==> src/rtl/program_sequencer.sv <==
// rtl/program_sequencer.sv - program store, PC stepping and valid/ready instruction issue
module program_sequencer #(
    parameter int ADDR_W = 4,
    parameter int CNT_W  = 8
) (
    input  logic              clk,
    input  logic              rst,
    input  logic              start,
    input  logic              prog_we,
    input  logic [ADDR_W-1:0] prog_addr,
    input  logic [5:0]        prog_data,
    output logic [5:0]        instruction,
    output logic              instr_valid,
    input  logic              instr_ready,
    output logic [ADDR_W-1:0] pc,
    output logic              busy,
    output logic              halted,
    output logic [CNT_W-1:0]  issued_count
);
    localparam int DEPTH = 1 << ADDR_W;
    localparam logic [5:0] HALT_WORD = 6'b110000;

    typedef enum logic [1:0] {S_IDLE, S_FETCH, S_EXEC, S_HALTED} state_t;

    state_t            state, state_next;
    logic [5:0]        store [DEPTH];
    logic [5:0]        rd_word;
    logic [5:0]        last_issued;
    logic [ADDR_W-1:0] pc_next;
    logic [CNT_W-1:0]  cnt_next;
    logic              issue;

    assign busy        = (state == S_FETCH) || (state == S_EXEC);
    assign halted      = (state == S_HALTED);
    assign instr_valid = (state == S_EXEC) && !rd_word[5];
    assign issue       = instr_valid && instr_ready;
    // Between issues the decoder keeps seeing the last word it accepted.
    assign instruction = instr_valid ? rd_word : last_issued;

    always_ff @(posedge clk) begin
        if (prog_we && !busy) begin
            store[prog_addr] <= prog_data;
        end
        if (state == S_FETCH) begin
            rd_word <= store[pc];
        end
    end

    always_ff @(posedge clk) begin
        if (rst) begin
            state        <= S_IDLE;
            pc           <= '0;
            issued_count <= '0;
            last_issued  <= '0;
        end else begin
            state        <= state_next;
            pc           <= pc_next;
            issued_count <= cnt_next;
            if (issue) begin
                last_issued <= rd_word;
            end
        end
    end

    always_comb begin
        state_next = state;
        pc_next    = pc;
        cnt_next   = issued_count;
        case (state)
            S_IDLE, S_HALTED: begin
                if (start) begin
                    pc_next    = '0;
                    cnt_next   = '0;
                    state_next = S_FETCH;
                end
            end
            S_FETCH: begin
                state_next = S_EXEC;
            end
            S_EXEC: begin
                if (!rd_word[5]) begin
                    if (instr_ready) begin
                        pc_next    = pc + ADDR_W'(1);
                        cnt_next   = (issued_count == '1) ? issued_count : issued_count + CNT_W'(1);
                        state_next = S_FETCH;
                    end
                end else if (!rd_word[4]) begin
                    pc_next    = rd_word[ADDR_W-1:0];
                    state_next = S_FETCH;
                end else if (rd_word == HALT_WORD) begin
                    pc_next    = pc + ADDR_W'(1);
                    state_next = S_HALTED;
                end else begin
                    pc_next    = pc + ADDR_W'(1);
                    state_next = S_FETCH;
                end
            end
            default: begin
                state_next = S_IDLE;
            end
        endcase
    end
endmodule

==> config.mk <==
export PLATFORM = sky130hd
export DESIGN_NAME = program_sequencer
export DESIGN_NICKNAME = d
export VERILOG_FILES = /design/src/rtl/program_sequencer.sv
export SDC_FILE = /design/constraint.sdc
export NUM_CORES = 1
export LEC_CHECK = 0
export ABC_AREA = 1
export CAP_MARGIN = 20
export CORE_MARGIN = 10
export CORE_UTILIZATION = 24
export CTS_CLUSTER_DIAMETER = 120
export DETAILED_ROUTE_END_ITERATION = 8
export PLACE_DENSITY = 0.45
export RECOVER_POWER = 50
export SYNTH_ARGS = -nofsm -noshare
export SYNTH_HDL_FRONTEND = slang
export SYNTH_SLANG_ARGS = --single-unit
==> constraint.sdc <==
create_clock -name clk -period 1.5 [get_ports clk]
set_input_delay 0.3 -clock clk [delete_from_list [all_inputs] [get_ports clk]]
set_output_delay 0.3 -clock clk [all_outputs]
set_load 0.02 [all_outputs]
Yosys cells after proc, flatten, opt, wreduce, memory -nomap -nowiden
Memories as Yosys holds them, arrays and structs flattened. A register that Yosys moved wholly into a read port is not among the register bits.
Cells that the tools add are included.
W data, S select, Z words.
- $add $sub $neg: 2
- equal/unequal tests: 10
- muxes and demuxes: 19
- reduce and logical (&&, ||, !) cells: 12
- operator list (operator ; count):
    $mux W8 ; 4
    $mux W4 ; 4
    $pmux W8 S2 ; 1
    $mux W2 ; 5
    $add A8 B1 Y8 const B ; 1
    $eq A8 B8 Y1 const B ; 1
    $ne A2 B2 Y1 const B ; 4
    $pmux W4 S2 ; 1
    $eq A6 B6 Y1 const B ; 1
    $mux W6 ; 1
    $pmux W2 S3 ; 1
    $reduce_and A5 Y1 ; 1
    $add A4 B1 Y4 const B ; 1
    $eq A2 B2 Y1 const B ; 2
    $logic_and A1 B1 Y1 ; 3
    $ne A3 B3 Y1 const B ; 1
    $reduce_and A3 Y1 ; 1
    $eq A2 B1 Y1 const B ; 1
    $logic_not A1 Y1 ; 2
    $logic_not A2 Y1 ; 1
    $mux W1 ; 2
    $reduce_and A2 Y1 ; 1
    $reduce_bool A2 Y1 ; 1
    $reduce_or A2 Y1 ; 1
    $logic_or A1 B1 Y1 ; 1
- register bits: 20
- bits in writable memories: 96
- bits of input ports: 15
- output and inout port bits: 21
- memories: 1
- memory list (memory ; depth ; width ; read ports ; clocked after memory_dff ; wr ports ; RTL line ; source):
    store ; 16 ; 6 ; 1 ; 1 ; 1 ; 26 ; logic [5:0] store [DEPTH];

Longest topological paths before layout
- depth after elaboration: 6
- mapped depth: 10
- depth with buffers taken out: 10

Least setup slack after synthesis
No wires, ideal clock.
- kind: register to output
- start: register state[0]
- end: output instruction[2]
- data arrival time: 1.378 ns
- data required time: 1.200 ns
- path slack: -0.178 ns
- cell stages (with the launch flop): 8
- cells stage by stage: dfxtp_1 inv_1 ha_1 buf_6 inv_2 nor2_4 nand2_1 nand2_1
- word-level cells in the longest chain between the ends: 3
- RTL lines (element ; RTL line ; source):
    start: declaration ; 25 ; state_t state, state_next;
    start signal: assignment ; 56 ; state <= state_next;
    $eq A2 B2 Y1 ; 35 ; assign instr_valid = (state == S_EXEC) && !rd_word[5];
    $logic_and A1 B1 Y1 ; 35 ;
    net instr_valid ; 13 ; output logic instr_valid,
    $mux W6 ; 38 ; assign instruction = instr_valid ? rd_word : last_issued;
    end: declaration ; 12 ; output logic [5:0] instruction,
The timed path passes the listed nets, and every way through them passes these cells.

Worst setup path in the final report
- start: register state[0]
- end: output instruction[2]
- word-level cells in the longest chain between the ends: 3
- RTL lines (element ; RTL line):
    $eq A2 B2 Y1 ; 35
    $logic_and A1 B1 Y1 ; 35
    $mux W6 ; 38
Every way passes these cells.

==> impl_metrics.py <==
metrics = {
    "status": {
        "status": "finished with violations",
        "violations": "setup timing",
    },
    "synth": {
        "netlist_instances": 505,
        "netlist_area_um2": 5300,
        "netlist_top_cells_area": "edfxtp_1 (58%), nor2_1 (8.1%), dfxtp_1 (7.6%)",
        "synth.distinct_cells": 26,
        "netlist.top_cell.by_area": "edfxtp_1",
        "yosys_warnings": 0,
        "yosys.area.top_type_share_pct": 57.8,
        "synthesis.nets": 525,
        "synth_ff_type": "edfxtp_1",
        "postSynth.asyncResetShare_pct": 0,
        "syn_area_per_cell_um2": 10.5,
        "ys_ff_latch": 122,
        "synth_seq_area_share_pct": 65.3,
        "synth-edff-count": 102,
    },
    "route": {
        "ant_nets": 0,
        "vias": 4025,
        "drt-wirelength-per-cell_um": 16.5,
        "drc": 0,
        "drtPass1Iterations": 5,
        "drtIter0Drc": 333,
        "wirelength_um": 14700,
        "via_per_inst": 4.52,
    },
    "sta": {
        "slew_headroom_pct": 32.0,
        "drv_slew": 0,
        "rsz0062_at_grt": "true",
        "max_freq_ghz": 0.597,
        "fin_setup_tns_ns": -7.25,
        "period_share_pct": 112,
        "period_minus_slack_ns": 1.68,
        "setup_viol": 98,
        "worst_slack_ns": -0.176,
        "hold_viol_final": 0,
        "tightestPinTransition_ns": 1.02,
        "clock_skew_ns": 0.00524,
    },
    "hold_path": {
        "min_to": "last_issued[5]",
        "hp-class": "reg -> reg",
        "min-delay-start": "last_issued[5]",
        "min_path_cells": 2,
    },
    "setup_path": {
        "critPathSlowestCell": "dfxtp_2",
        "max_stage_delay_ns": 0.32,
        "reg2regPathDepth": 7,
        "reg2reg_to": "store[6][5]",
        "crit_family": "flip-flops",
        "worstPathCellList": "inv_2 > ha_4 > inv_2 > nor2_4 > nand2_1 > nand2_1 > buf_6",
        "worstSetupPathType": "reg -> out",
        "r2r_slack_ns": -0.13,
        "crit_fanout": 4,
        "cp_num_buf_inv": 3,
        "worstPathRequired_ns": 1.20,
        "worstReg2RegStart": "state[0]",
        "crit_arrival_ns": 1.38,
        "cp-end-kind": "primary output",
        "worstSetupStartpointType": "register",
    },
    "clocking": {
        "cts_max_path_buffers": 2,
        "insertion_delay_ns": 0.41,
        "htreeDepth": 4,
        "cts_tree": "done",
        "ctsHoldBuffers": 0,
        "cts_buffers": 17,
        "clockRootBuffer": "clkbuf_16",
        "clkTransAtPathRegs_ns": 0.05,
        "cts.sinks": 122,
    },
    "layout": {
        "nFillCells": 2174,
        "syn_to_final_growth_pct": 39.8,
        "fin_nets": 619,
        "post_route_cells_drive_above_1_share_pct": 26.4,
        "n_antenna_cell": 0,
    },
    "power_and_ir_drop": {
        "p_leak_nw": 2.58,
        "pwr_density_cell_nw_per_um2": 1360,
        "peakVddDrop_uv": 695,
    },
    "floorplanning": {
        "pin_count": 36,
        "coreArea_um2": 21800,
        "fp.dieH_um": 169,
        "start_util_pct": 24.4,
        "die_w_um": 169,
        "rows": 54,
        "dieArea_um2": 28400,
    },
    "place": {
        "dp.final_hpwl_um": 9510,
        "io_buffers": 35,
        "gp_congestion": 0.796,
        "dp_slack_ns": -0.343,
    },
    "global_routing": {
        "grt_pass1_vias": 3948,
        "grt_pass1_wl_um": 21700,
        "grt.total_usage_pct": 9.88,
        "antenna_found_initial": 0,
        "overflow": 0,
        "grt_max_degree": 55,
    },
    "run": {
        "max-cap-violations": 0,
    },
}
-- how the worst max path moves through the flow --
stage	startpoint	end	slack [ns]	cells past startpoint
after global routing	state[0]	instruction[2]	-0.26	7
final	state[0]	instruction[2]	-0.18	7
after detailed placement	prog_we	store[9][1]	-0.34	5
after global placement	prog_we	store[13][3]	-0.31	5
after CTS	state[0]	instruction[2]	-0.21	7
after floorplan	state[0]	store[4][0]	-0.10	6
-- kinds of logic after synthesis --
logic type               synth area share [%]
AND/OR/NAND/NOR                          16.6
flip-flops                               65.3
AO/OA/AOI/OAI                            11.8
buffers and inverters                    4.89
adder cells (fa/ha/maj)                  1.18
XOR/XNOR                                0.165
-- Yosys cell counts (2+ instances only) --
library cell / count
inv_2: 3
nand3_1: 27
inv_1: 34
a21oi_1: 21
buf_6: 2
o211ai_1: 25
o21ai_1: 2
edfxtp_1: 102
nand2_2: 2
buf_4: 2
buf_2: 9
nand2_1: 55
o21bai_1: 4
clkbuf_1: 10
ha_1: 5
o21ai_0: 57
nor2_1: 114
nor2_4: 4
dfxtp_1: 20
-- cells in the final DEF (no fill, tap or decap), types with 6 or more instances in the layout --
master / synthesis / layout
o211ai_1: 25 / 25
nand2_1: 55 / 51
inv_2: 3 / 6
clkbuf_1: 10 / 7
o21ai_0: 57 / 41
buf_4: 2 / 42
buf_6: 2 / 15
o21ai_1: 2 / 17
clkbuf_16: 0 / 20
nor2_1: 114 / 87
edfxtp_1: 102 / 102
nor2_4: 4 / 28
dfxtp_1: 20 / 14
clkdlybuf4s50_1: 0 / 12
inv_1: 34 / 28
nand3_1: 27 / 25
a21oi_1: 21 / 21
-- power by group --
group	switching, mW	internal [mW]
sequential	0.110	3.82
clock	1.47	2.59
combinational	1.26	0.859
total	2.83	7.27
-- metrics by stage --
stage                     power [mW]  hold slack [ns]  utilization, %  cells  instance area, µm²
final                           10.1            0.466            34.1    891                7410
after global routing            10.6            0.486            34.1    891                7410
after CTS                       9.91            0.471            33.0    883                7190
after detailed placement        5.76            0.461            29.7    849                6460
after global placement          5.76            0.447            29.7    849                6460
after floorplan                 4.97            0.399               -    505                5370
-- per-layer routing --
metal  part of all wire (%)  up-vias  track usage [%]
met2                     45      117             14.5
met1                     48     1946             13.4
met4                   0.96        0             2.99
met5                      0        -                0
li1                       -     1949                -
met3                    6.4       13             3.36
-- tightest hold or removal path, cell delays in order, from the launching register on --
cell and delay [ns]:
dfxtp_1 0.31, nand3_1 0.08, inv_1 0.04
-- state kept, by name, summed over array words and instances (netlist names) --
| register | cells |
|---|---|
| store | 96 |
| issued_count | 8 |
| last_issued | 6 |
| rd_word | 6 |
| pc | 4 |
| state | 2 |
-- layout make-up --
cell class	instances	area, µm²	share of cell area (%)
repair buffers	97	958	12.9
flip-flops and latches	122	3470	46.9
well taps	280	350	4.73
multi-input cells	324	1890	25.5
clock buffers	19	433	5.84
inverters	37	154	2.08
clock inverters	12	150	2.03
-- what timing repair did --
item | in CTS | in global routing
gates cloned | 1 | 3
pin swaps | 13 | 26
endpoints found under the setup margin | 128 | 131
gates resized for setup | 113 | 62
setup buffers | 2 | 5
No activity file was read; power rests on OpenSTA's default activity.
